[config.mk]
export PLATFORM = sky130hd
export DESIGN_NAME = linear_router_node
export DESIGN_NICKNAME = d
export VERILOG_FILES = /design/src/rtl/linear_router_node.sv
export SDC_FILE = /design/constraint.sdc
export NUM_CORES = 1
export LEC_CHECK = 0
export ABC_CLOCK_PERIOD_IN_PS = 7500
export CAP_MARGIN = 20
export CORE_UTILIZATION = 46
export CTS_CLUSTER_SIZE = 40
export DETAILED_ROUTE_END_ITERATION = 6
export PLACE_DENSITY_LB_ADDON = 0.15
export SYNTH_ARGS = -nofsm -noshare
export SYNTH_HDL_FRONTEND = slang
export SYNTH_SLANG_ARGS = --single-unit
[constraint.sdc]
create_clock -name shiftInCLK -period 7.5 [get_ports shiftInCLK]
set_clock_uncertainty 0.2 [all_clocks]
set_input_delay 1.5 -clock shiftInCLK [delete_from_list [all_inputs] [get_ports shiftInCLK]]
set_output_delay 1.5 -clock shiftInCLK [all_outputs]
set_load 0.05 [all_outputs]
[src/rtl/linear_router_node.sv]
// Three-port node of the one-dimensional interconnect: buffered left/right/local inputs,
// destination-routed single-word packets, per-output round-robin arbitration and drop counting.
module linear_router_node #(
  parameter int DATA_WIDTH = 32,
  parameter int ADDR_WIDTH = 4,
  parameter int NODE_ADDR  = 0,
  parameter int FIFO_DEPTH = 4
) (
  input  logic                  shiftInCLK,
  input  logic                  shiftInRST,
  input  logic [DATA_WIDTH-1:0] shiftInLeftData,
  input  logic                  shiftInLeftCS,
  output logic                  shiftInLeftReady,
  input  logic [DATA_WIDTH-1:0] shiftInRightData,
  input  logic                  shiftInRightCS,
  output logic                  shiftInRightReady,
  input  logic [DATA_WIDTH-1:0] shiftInData,
  input  logic                  shiftInCS,
  output logic                  shiftInReady,
  output logic [DATA_WIDTH-1:0] shiftOutLeftData,
  output logic                  shiftOutLeftCS,
  input  logic                  shiftOutLeftReady,
  output logic [DATA_WIDTH-1:0] shiftOutRightData,
  output logic                  shiftOutRightCS,
  input  logic                  shiftOutRightReady,
  output logic [DATA_WIDTH-1:0] shiftOutData,
  output logic                  shiftOutCS,
  input  logic                  shiftOutReady,
  output logic [7:0]            dropCount,
  output logic                  dropPulse
);

  localparam int PW = $clog2(FIFO_DEPTH);
  localparam logic [ADDR_WIDTH-1:0] NODE = ADDR_WIDTH'(NODE_ADDR);
  localparam logic [1:0] P_LEFT = 2'd0, P_RIGHT = 2'd1, P_LOCAL = 2'd2, P_DROP = 2'd3;

  function automatic logic [1:0] rr_idx(input logic [1:0] base, input logic [1:0] offset);
    logic [2:0] s;
    s = {1'b0, base} + {1'b0, offset};
    if (s >= 3'd3) s = s - 3'd3;
    return s[1:0];
  endfunction

  // Index 0 = left, 1 = right, 2 = local for both inputs and outputs.
  logic [DATA_WIDTH-1:0] in_data [3];
  logic [2:0]            in_cs, out_ready, full, empty, push, pop, drop;
  logic [DATA_WIDTH-1:0] mem [3][FIFO_DEPTH];
  logic [PW:0]           wr_ptr [3];
  logic [PW:0]           rd_ptr [3];
  logic [DATA_WIDTH-1:0] head [3];
  logic [ADDR_WIDTH-1:0] dest [3];
  logic [1:0]            route [3];
  logic [2:0]            req [3];
  logic [2:0]            gnt_valid;
  logic [1:0]            gnt_idx [3];
  logic [1:0]            rr_ptr [3];
  logic [DATA_WIDTH-1:0] out_data [3];
  logic [2:0]            out_cs;
  logic [8:0]            cnt_next;

  assign in_data[0] = shiftInLeftData;
  assign in_data[1] = shiftInRightData;
  assign in_data[2] = shiftInData;
  assign in_cs      = {shiftInCS, shiftInRightCS, shiftInLeftCS};
  assign out_ready  = {shiftOutReady, shiftOutRightReady, shiftOutLeftReady};

  assign shiftInLeftReady  = ~full[0] & ~shiftInRST;
  assign shiftInRightReady = ~full[1] & ~shiftInRST;
  assign shiftInReady      = ~full[2] & ~shiftInRST;

  assign shiftOutLeftData  = out_data[0];
  assign shiftOutRightData = out_data[1];
  assign shiftOutData      = out_data[2];
  assign shiftOutLeftCS    = out_cs[0];
  assign shiftOutRightCS   = out_cs[1];
  assign shiftOutCS        = out_cs[2];

  always_comb begin
    full = '0;
    empty = '0;
    push = '0;
    drop = '0;
    for (int i = 0; i < 3; i++) begin
      full[i]  = (wr_ptr[i][PW] != rd_ptr[i][PW]) && (wr_ptr[i][PW-1:0] == rd_ptr[i][PW-1:0]);
      empty[i] = (wr_ptr[i] == rd_ptr[i]);
      push[i]  = in_cs[i] & ~full[i];
      head[i]  = mem[i][rd_ptr[i][PW-1:0]];
      dest[i]  = head[i][DATA_WIDTH-1 -: ADDR_WIDTH];
      // A word heading back toward the side it arrived from is misrouted.
      if (dest[i] == NODE)     route[i] = P_LOCAL;
      else if (dest[i] > NODE) route[i] = (i == 1) ? P_DROP : P_RIGHT;
      else                     route[i] = (i == 0) ? P_DROP : P_LEFT;
      drop[i] = ~empty[i] && (route[i] == P_DROP);
    end
  end

  always_comb begin
    logic [1:0] cand;
    cand = '0;
    gnt_valid = '0;
    pop = drop;
    for (int o = 0; o < 3; o++) begin
      gnt_idx[o] = '0;
      for (int i = 0; i < 3; i++) req[o][i] = ~empty[i] && (route[i] == 2'(o));
      // A full output register whose consumer stalls receives no grant.
      if (!out_cs[o] || out_ready[o]) begin
        for (int k = 0; k < 3; k++) begin
          cand = rr_idx(rr_ptr[o], 2'(k));
          if (!gnt_valid[o] && req[o][cand]) begin
            gnt_valid[o] = 1'b1;
            gnt_idx[o]   = cand;
          end
        end
      end
      for (int i = 0; i < 3; i++)
        if (gnt_valid[o] && gnt_idx[o] == 2'(i)) pop[i] = 1'b1;
    end
    cnt_next = {1'b0, dropCount} + 9'(drop[0]) + 9'(drop[1]);
  end

  // Storage carries no reset; pointer reset alone makes every entry stale.
  always_ff @(posedge shiftInCLK) begin
    for (int i = 0; i < 3; i++)
      if (push[i]) mem[i][wr_ptr[i][PW-1:0]] <= in_data[i];
  end

  always_ff @(posedge shiftInCLK or posedge shiftInRST) begin
    if (shiftInRST) begin
      for (int i = 0; i < 3; i++) begin
        wr_ptr[i]   <= '0;
        rd_ptr[i]   <= '0;
        rr_ptr[i]   <= '0;
        out_data[i] <= '0;
      end
      out_cs    <= '0;
      dropCount <= '0;
      dropPulse <= 1'b0;
    end else begin
      for (int i = 0; i < 3; i++) begin
        wr_ptr[i] <= wr_ptr[i] + (PW+1)'(push[i]);
        rd_ptr[i] <= rd_ptr[i] + (PW+1)'(pop[i]);
      end
      for (int o = 0; o < 3; o++) begin
        if (gnt_valid[o]) begin
          out_data[o] <= head[gnt_idx[o]];
          out_cs[o]   <= 1'b1;
          rr_ptr[o]   <= rr_idx(gnt_idx[o], 2'd1);
        end else if (out_cs[o] && out_ready[o]) begin
          out_cs[o] <= 1'b0;
        end
      end
      dropCount <= (cnt_next > 9'd255) ? 8'hFF : cnt_next[7:0];
      dropPulse <= |drop;
    end
  end

endmodule

# After elaboration in Yosys (flattened, before gate mapping)
# Memories as Yosys holds them, arrays and structs flattened.
# Cells that the tools add are included.
[word_totals]
register_bits = 132
latch_bits = 0
ram_bits = 384
rom_bits = 0
in_bits = 104
output_inout_bits = 111
memories = 1
[classes]
n_addsub = 29
mul = 0
div_mod_pow = 0
order_cmp = 37
eq_ne = 24
n_shift = 0
n_mux = 121
n_bitwise = 22
n_reduce_logical = 61
[mem_list]
columns = ["memory", "depth", "word_bits", "rd", "rd_clocked_by_memory_dff", "write_ports", "line", "text"]
rows = [
  ["mem", 3, 128, 3, 0, 3, "47", "logic [DATA_WIDTH-1:0] mem [3][FIFO_DEPTH];"],
]
[op_table]
columns = ["cell", "count"]
rows = [
  ["$mux 32", 15],
  ["$bmux 32 s2", 6],
  ["$mux 128", 3],
  ["$demux 32 s2", 3],
  ["$mux 2", 38],
  ["$mux 1", 46],
  ["$logic_and 1x1->1", 36],
  ["$ge 3x2->1 const B", 9],
  ["$ge 3x3->1 const B", 9],
  ["$lt 2x3->1 const B", 9],
  ["$not 2->3", 9],
  ["$sub 2x2->2 const B", 12],
  ["$add 2x1->3 const B", 6],
  ["$add 3x1->3", 6],
  ["$bmux 1 s2", 9],
  ["$eq 2x2->1 const B", 9],
  ["$eq 2x1->1 const B", 6],
  ["$gt 4x1->1 const B", 3],
  ["$logic_not 2->1", 6],
  ["$logic_not 4->1", 3],
  ["$add 2x2->3 const B", 3],
  ["$add 8x1->9", 1],
  ["$add 9x1->9", 1],
  ["$eq 3x3->1", 3],
  ["other kinds (12)", 43],
]

# Logic depth before layout (Yosys ltp)
# Gate-level depths: netlist of run 1.
[logic_depth]
ltp_word = 27
ltp_mapped = 15
mapped_depth_nobuf = 13

# Worst setup path before layout of run 1
# OpenSTA, ideal clock, no wires.
[synth_timing]
path_kind = "input port to flip-flop"
start = "in shiftInCS"
end = "mem mem[0][352] in the netlist's numbering, enable pin"
setup_time_ps = 468
arrival_time_ps = 4287
required_time_ps = 6832
path_slack_ps = 2545
stages = 2
path_cell_list = "a21boi_0 -> nor3b_1"
[synth_rtl]
columns = ["item", "line", "text"]
rows = [
  ["from (decl)", "18", "input logic shiftInCS,"],
  ["to (decl)", "47", ""],
]

# Final worst setup path of run 1
[layout_timing]
start = "in shiftInRST"
end = "out shiftInLeftReady"
[layout_between]
elab_chain_cells = 2
[layout_rtl]
columns = ["item", "line", "text"]
rows = [
  ["from (decl)", "10", "input logic shiftInRST,"],
  ["$not 1->1", "67", "assign shiftInLeftReady = ~full[0] & ~shiftInRST;"],
  ["$and 1x1->1", "67", ""],
  ["to (decl)", "13", "output logic shiftInLeftReady,"],
]
# Every way passes these cells.

==> results of run 1 <==
## worst paths after layout
path | cells past startpoint | endpoint | slack (ns) | from
hold reg to reg | 2 | shiftOutRightData[31] | 0.28 | shiftOutRightData[31]
max in group asynchronous | 3 | rd_ptr[6] | 4.54 | shiftInRST
setup / recovery | 3 | shiftInLeftReady | 2.54 | shiftInRST
setup reg to reg | 10 | rd_ptr[5] | 3.29 | rd_ptr[0]
min in group asynchronous | 2 | dropCount[6] | 1.45 | shiftInRST
hold / removal | 2 | shiftOutRightData[31] | 0.28 | shiftOutRightData[31]
## state kept, by name, summed over array words and instances, names as in the netlist
register           flops
shiftOutRightData     32
mem                  384
wr_ptr                 9
dropCount              8
shiftOutData          32
rr_ptr                 4
dropPulse              1
rd_ptr                 9
out_cs                 2
## cells by family (layout without fill, tap and decap cells)
family / count (synthesis) / after routing / share of synthesized area, %
fa+ha+maj: 28 / 28 / 1.81
xor+xnor: 20 / 20 / 0.904
other cells: 2 / 39 / 0.0388
flops: 481 / 481 / 72.0
mux: 182 / 182 / 15.8
buf+inv: 96 / 313 / 2.92
simple gates: 146 / 146 / 3.70
compound gates: 88 / 88 / 2.74
## routing by layer
metal | vias up | track usage [%]
met4 | 6 | 5.48
met1 | 4998 | 26.2
li1 | 4439 | -
met2 | 231 | 33.7
met5 | - | 0
met3 | 73 | 4.39
## Yosys cell counts, drive strengths merged (3+ instances only)
cell    instances
edfxtp        384
dfrtp          97
mux4           92
mux2i          58
buf            56
nand2          47
nor2           42
o21ai          35
a21oi          33
mux2           32
ha             28
clkbuf         24
inv            16
xor2           15
nand2b          9
and3            6
nand3           6
nor3            6
and2            5
nor4            5
xnor2           5
nor3b           4
a31oi           3
nand3b          3
nand4           3
nor2b           3
or4             3
## worst min-delay path, cell delays in order, from the launching register on
cell and delay (ns):
dfrtp_1 0.34, nand2_1 0.04, o21ai_0 0.06
## per-stage QoR
step           cell area (um2)  total power, mW
2_1_floorplan            19500             6.98
3_3_place_gp             21700             8.30
3_5_place_dp             21700             8.37
4_1_cts                  23500             11.0
5_1_grt                  23600             11.4
6_report                 23600             10.9
## area by class of cell
type	count	share of cell area, %
Sequential cell	481	59.3
Clock buffer	64	5.75
Inverter	16	0.266
Tap cell	532	2.82
Clock inverter	29	1.73
Multi-Input combinational cell	501	21.5
Antenna cell	2	0.0212
Timing Repair Buffer	204	8.66
## power by group
group	leakage [nW]	internal, mW	switching (mW)	total (mW)
logic	2.73	1.68	2.53	4.21
clock network	0.845	1.62	1.01	2.63
registers	4.68	3.69	0.358	4.04
total	8.26	6.98	3.90	10.9
==> flow_summary.rst, run 1 <==
.. list-table::
   :header-rows: 1

   * - Metric
     - Value
   * - Final wirelength
     - 42.1 mm
   * - Top fanout value on the critical path
     - 4
   * - List of cells traversed by the critical path
     - clkdlybuf4s50_1 -> a31oi_1 -> clkdlybuf4s50_1
   * - Synth Instances
     - 1043
   * - Area used by multi-input combinational logic
     - 5070 um2
   * - Root buffer selected by CTS
     - clkbuf_16
   * - Kind of path behind the tightest hold check
     - register to register
   * - Post-route worst setup slack
     - 2.54 ns
   * - Count of buffers added by post-CTS timing repair for setup
     - 0
   * - First-pass GRT wire length
     - 63.3 mm
   * - Warning count from the yosys run
     - 0
   * - Width of the die
     - 207 um
   * - Sum of met3 wire segment lengths after detailed routing
     - 2.06 mm
   * - Setup slack after placement
     - 2.55 ns
   * - Core Util, Final
     - 57.2%
   * - Data arrival time of the worst path
     - 3.26 ns
   * - Final Hold Viols
     - 0
   * - Max-cap violation count
     - 0
   * - Remaining antenna violation count after routing
     - 0
   * - Mean Syn Cell Area
     - 18.6 um2
   * - Number of nets in the layout
     - approximately 1400
   * - Via count of the first global-routing pass
     - 9952
   * - Setup repair after global routing missed its margin
     - false
   * - Inst Count DP
     - approximately 1700
   * - Filler-free cell count of the finished design
     - 1829
   * - Number of iterations in the first detailed-routing pass
     - 5
   * - Share of synthesized registers carrying an async set or reset
     - 20.2%
   * - Final worst path period need
     - 4.96 ns
   * - Starting utilization of the core area
     - a little under half
   * - Filler cell count in the final layout
     - 3170
   * - Initial antenna violation count
     - 4
   * - Cells taking the most area after synthesis
     - edfxtp_1 (60%), dfrtp_1 (13%), mux4_2 (11%)
   * - Final number of max-transition violations
     - 0
   * - DRC errors left
     - 0
   * - Highest metal used
     - met5
   * - Worst Tran Pin Value
     - slightly below 1 ns
   * - Path type of the worst setup path
     - primary input to primary output
   * - Sinks on Clock Net
     - 481
   * - Met2 routed WL
     - 21.3 mm
   * - Most area-hungry cell type in the Yosys netlist
     - edfxtp_1
   * - Number of failing setup endpoints in the final timing report
     - 0
   * - Flip-flop and latch count after synthesis
     - 481
   * - Max_slew headroom
     - 35.2%
   * - Synth Flop Type
     - edfxtp_1
   * - Power per unit of standard cell area
     - 462 nW/um2
   * - Number of buffers inserted for hold repair after clock tree synthesis
     - 0
   * - Status
     - completed
   * - Fraction of layout cells with a size suffix above 1
     - a little under a fifth
   * - Area share of the largest cell type after synthesis
     - 59.5%
   * - Longest Clk Path Bufs
     - 3
   * - Total routing usage reported by global routing
     - 20.0%
   * - Full die area
     - roughly 43000 um2
   * - Cell leakage power
     - 8.26 nW
   * - Global route total overflow
     - 0
   * - Clock buffers created by TritonCTS
     - 50
   * - Area occupied by registers
     - 14000 um2
   * - Top library cells by usage in the layout, fill and taps aside
     - edfxtp_1 (384), clkdlybuf4s50_1 (180), dfrtp_1 (94)
   * - Share of the clock period used by the worst path
     - between 60% and 70%
   * - Critical Path Sink Type
     - primary output
   * - Worst path required time
     - 5.80 ns
   * - Detailed-placement wirelength estimate
     - between 20 and 30 mm
   * - Largest stage delay on the critical path
     - 0.86 ns
   * - Vertical die dimension
     - roughly 210 um
   * - Synth Cell Area
     - 19400 um2
   * - Weighted congestion at the end of routability-driven global placement
     - around 0.81
   * - Worst hold slack after final layout
     - 0.277 ns
   * - Quantity of gates resized following cts
     - 0
   * - Maximum VDD drop
     - 0.000384 V
   * - Top-level port count
     - 215
   * - Vias per cell
     - 5.33
   * - Largest net degree at the start of global routing
     - around 60
   * - Clock slew at the register clock pins of the worst setup and hold paths
     - 0.06 ns
   * - CTS tree
     - done
   * - Buffers & Inverters on Critical Path
     - 2
   * - Setup_tns
     - 0 ns
   * - Setup crit start kind
     - primary input
   * - Clock latency of the later-clocked register in the worst-skew pair
     - 0.57 ns
   * - Proportion of synthesized chip area in sequential cells
     - 72.0%
   * - H-tree depth reported by CTS
     - 2
   * - Critical-path cell with the highest stage delay
     - clkdlybuf4s50_1
   * - CP delay by family, top
     - buffers and inverters
   * - Count of unique library cells instantiated by Yosys
     - 55
   * - Highest attainable clock frequency
     - between 0.2 and 0.25 GHz
   * - Site Rows
     - 74
   * - Met1 wire length
     - 17.6 mm
   * - Most prevalent standard cell on the critical path
     - clkdlybuf4s50_1
   * - Floorplan core area
     - 41200 um2
   * - Post-DR wirelength/cell
     - 23.0 um
   * - Post-synth EDFFs
     - 384
   * - Count of port buffers added during placement
     - 180
   * - Initial detailed-routing violation count
     - 579
   * - Area added between synthesis and finish
     - 21.6%
   * - Total vias in the final route
     - 9747
   * - Most frequent standard cell in the layout excluding fill and tap cells
     - edfxtp_1
No activity file was read; power rests on OpenSTA's default activity.
==> run 2: changes to the inputs <==
Settings changed: ABC_CLOCK_PERIOD_IN_PS 7500 to 5120.
Clock period 7.5 ns to 5.12 ns, I/O delays scaled along.
==> run 2 against run 1 <==
Cell count is 0.11% higher; sequential cell count did not move; sequential share of layout area grew 0.57 points; via count fell by 0.26%; die area unchanged; wire length decreased by 1.0%.
==> flow_summary.rst, run 2 (synthesis gave the netlist of run 1 again) <==
.. list-table::
   :header-rows: 1

   * - Metric
     - Value
   * - Remaining antenna violation count after routing
     - 0 (unchanged)
   * - Flip-flop count of the largest register after layout
     - 384 (unchanged)
   * - Full die area
     - 42900 um2 (unchanged)
   * - Setup_tns
     - 0 ns (unchanged)
   * - Width of the die
     - 207 um (unchanged)
   * - DP Area
     - 21700 um2 (about the same)
   * - DRC errors left
     - 0 (unchanged)
   * - Area added between synthesis and finish
     - 20.5% (was 21.6%)
   * - Origin of the worst min-delay path
     - shiftOutData[31] (was shiftOutRightData[31])
   * - Final Hold Viols
     - 0 (unchanged)
   * - Buffers & Inverters on Critical Path
     - 2 (unchanged)
   * - Global route total overflow
     - 0 (unchanged)
   * - Number of nets in the layout
     - 1389 (was 1386)
   * - Quantity of gates resized following cts
     - 0 (unchanged)
   * - Data arrival time of the worst path
     - 3.08 ns (was 3.26 ns)
   * - Sinks on Clock Net
     - 481 (unchanged)
   * - Proportion of power drawn by combinational gates
     - 39.7% (was 38.7%)
   * - Worst Tran Pin Value
     - 0.981 ns (was 0.971 ns)
   * - Top fanout value on the critical path
     - 30 (was 4)
   * - First-pass GRT wire length
     - 62.8 mm (was 63.3 mm)
   * - Number of failing setup endpoints in the final timing report
     - 0 (unchanged)
   * - Post-DR wirelength/cell
     - 22.7 um (was 23.0 um)
   * - Area occupied by registers
     - 14000 um2 (unchanged)
   * - Setup repair after global routing missed its margin
     - false (unchanged)
   * - Setup crit start kind
     - register (was primary input)
   * - Fraction of power spent switching nets
     - 36.6% (was 35.8%)
   * - Count of buffers added by post-CTS timing repair for setup
     - 0 (unchanged)
   * - Total vias in the final route
     - 9722 (was 9747)
   * - Status
     - completed (unchanged)
   * - Floorplan core area
     - 41200 um2 (unchanged)
   * - Critical R2R Launch
     - rd_ptr[0] (unchanged)
   * - Final number of max-transition violations
     - 0 (unchanged)
   * - Clock buffers created by TritonCTS
     - 50 (unchanged)
   * - Worst hold slack after final layout
     - 0.281 ns (was 0.277 ns)
   * - Cell leakage power
     - 8.17 nW (was 8.26 nW)
   * - Total routing usage reported by global routing
     - 19.8% (was 20.0%)
   * - Critical Path Sink Type
     - primary output (unchanged)
   * - Max-cap violation count
     - 0 (unchanged)
   * - List of cells traversed by the critical path
     - buf_4 -> xor2_1 -> nor2_1 -> a21oi_1 -> clkdlybuf4s50_1 (was clkdlybuf4s50_1 -> a31oi_1 -> clkdlybuf4s50_1)
   * - Largest net degree at the start of global routing
     - 77 (was 61)
   * - Top-level port count
     - 215 (unchanged)
   * - Maximum VDD drop
     - 0.000583 V (was 0.000384 V)
   * - Site Rows
     - 74 (unchanged)
   * - Fraction of layout cells with a size suffix above 1
     - 18.6% (was 19.2%)
   * - CP delay by family, top
     - buffers and inverters (unchanged)
   * - Initial antenna violation count
     - 3 (was 4)
   * - Power per unit of standard cell area
     - 664 nW/um2 (was 462 nW/um2)
   * - Start point of the critical path
     - rd_ptr[0] (was shiftInRST)
   * - Kind of path behind the tightest hold check
     - register to register (unchanged)
   * - Filler cell count in the final layout
     - 3192 (was 3170)
   * - Final cell area excluding filler cells
     - 23300 um2 (was 23600 um2)
   * - Area used by multi-input combinational logic
     - 5070 um2 (unchanged)
   * - Initial detailed-routing violation count
     - 620 (was 579)
   * - Longest Clk Path Bufs
     - 3 (unchanged)
   * - Number of buffers inserted for hold repair after clock tree synthesis
     - 0 (unchanged)
   * - H-tree depth reported by CTS
     - 2 (unchanged)
   * - Vertical die dimension
     - 207 um (unchanged)
   * - Count of port buffers added during placement
     - 180 (unchanged)
   * - Largest stage delay on the critical path
     - 0.85 ns (was 0.86 ns)
   * - Final wirelength
     - 41.6 mm (was 42.1 mm)
   * - Critical-path cell with the highest stage delay
     - clkdlybuf4s50_1 (unchanged)
   * - Power spent charging and discharging nets
     - 5.67 mW (was 3.90 mW)
   * - Max_slew headroom
     - 34.4% (was 35.2%)
   * - Vias per cell
     - 5.31 (was 5.33)
   * - R2R setup slack
     - 1.19 ns (was 3.29 ns)
   * - Starting utilization of the core area
     - 47.0% (unchanged)
   * - Final worst path period need
     - approximately 4.3 ns
   * - Number of iterations in the first detailed-routing pass
     - 5 (unchanged)
   * - Most frequent standard cell in the layout excluding fill and tap cells
     - edfxtp_1 (unchanged)
   * - Clock slew at the register clock pins of the worst setup and hold paths
     - 0.06 ns (about the same)
   * - Cell internal power dissipation
     - 9.82 mW (was 6.98 mW)
   * - CTS tree
     - done (unchanged)
   * - Clock latency of the later-clocked register in the worst-skew pair
     - 0.58 ns (was 0.57 ns)
   * - Highest attainable clock frequency
     - roughly 0.23 GHz
   * - Worst path required time
     - 3.90 ns (was 5.80 ns)
   * - Weighted congestion at the end of routability-driven global placement
     - 0.795 (was 0.807)
   * - Share of total power in sequential cells
     - 38.2% (was 37.2%)
   * - Via count of the first global-routing pass
     - 9958 (was 9952)
   * - Root buffer selected by CTS
     - clkbuf_16 (unchanged)
   * - Top library cells by usage in the layout, fill and taps aside
     - edfxtp_1 (384), clkdlybuf4s50_1 (180), dfrtp_1 (94) (unchanged)
   * - Detailed-placement wirelength estimate
     - 27.3 mm (was 27.1 mm)
   * - Clock power share
     - 22.1% (was 24.2%)
   * - Path type of the worst setup path
     - register to primary output (was primary input to primary output)
   * - Share of the clock period used by the worst path
     - 84.1%
[run 2: changes by cell type in the layout (fill, tap and decap cells not counted), moves of 2 or more]
cell        delta
bufinv_16      -9
clkbuf_8       +4
clkinv_1       -2
clkinvlp_4     -3
buf_12         -2
clkbuf_1      +12
buf_4          +5
[run 2: power by group through the flow]
stage	registers (mW)	logic, mW	clock network (mW)
global route	6.03	6.61	3.64
finish	5.92	6.14	3.43
global placement	5.97	6.20	0
floorplan	6.77	3.45	0
detailed placement	6.00	6.26	0
CTS	5.94	6.27	3.51
[run 2: per-layer routing]
layer  routed length [um]  track usage [%]  share of wire (%)
met5                   31                0              0.074
met4                  981             6.33                2.4
met3                 2090             4.05                5.0
met2                20800             32.9                 50
met1                17700             26.3                 43
[run 2: worst register-to-register path, cell delays in order, from the launching register on]
cell and delay [ns]:
dfrtp_2 0.46, buf_4 0.53, xor2_1 0.24, or3_1 0.42, and2_1 0.18, a21boi_1 0.16, o31ai_4 0.80, o22ai_1 0.25
ha_1 0.25, ha_1 0.18, xor2_1 0.13
[run 2: area by class of cell]
type	count	area share, %
diodes	1	0.0107
clock buffers	80	6.23
clock inverters	13	0.381
inverters	16	0.268
multi-input cells	501	21.7
flip-flops and latches	481	59.8
well taps	532	2.85
repair buffers	207	8.73
[run 2: final timing paths]
kind                                         end  depth (start not counted)
setup / recovery                    shiftInReady                          5
hold / removal                  shiftOutData[31]                          1
setup reg to reg                       rd_ptr[8]                         10
hold reg to reg                 shiftOutData[31]                          1
max in group asynchronous  shiftOutRightData[21]                          4
min in group asynchronous           dropCount[4]                          2
[run 2: per-stage QoR]
step           worst slack (ns)  power (mW)  util [%]  cells
2_1_floorplan             0.641        10.2         -   1078
6_report                  0.812        15.5      56.6   1831
3_5_place_dp               1.10        12.3      52.8   1735
3_3_place_gp               1.11        12.2      52.8   1735
4_1_cts                   0.652        15.7      56.5   1828
5_1_grt                   0.563        16.3      56.6   1830
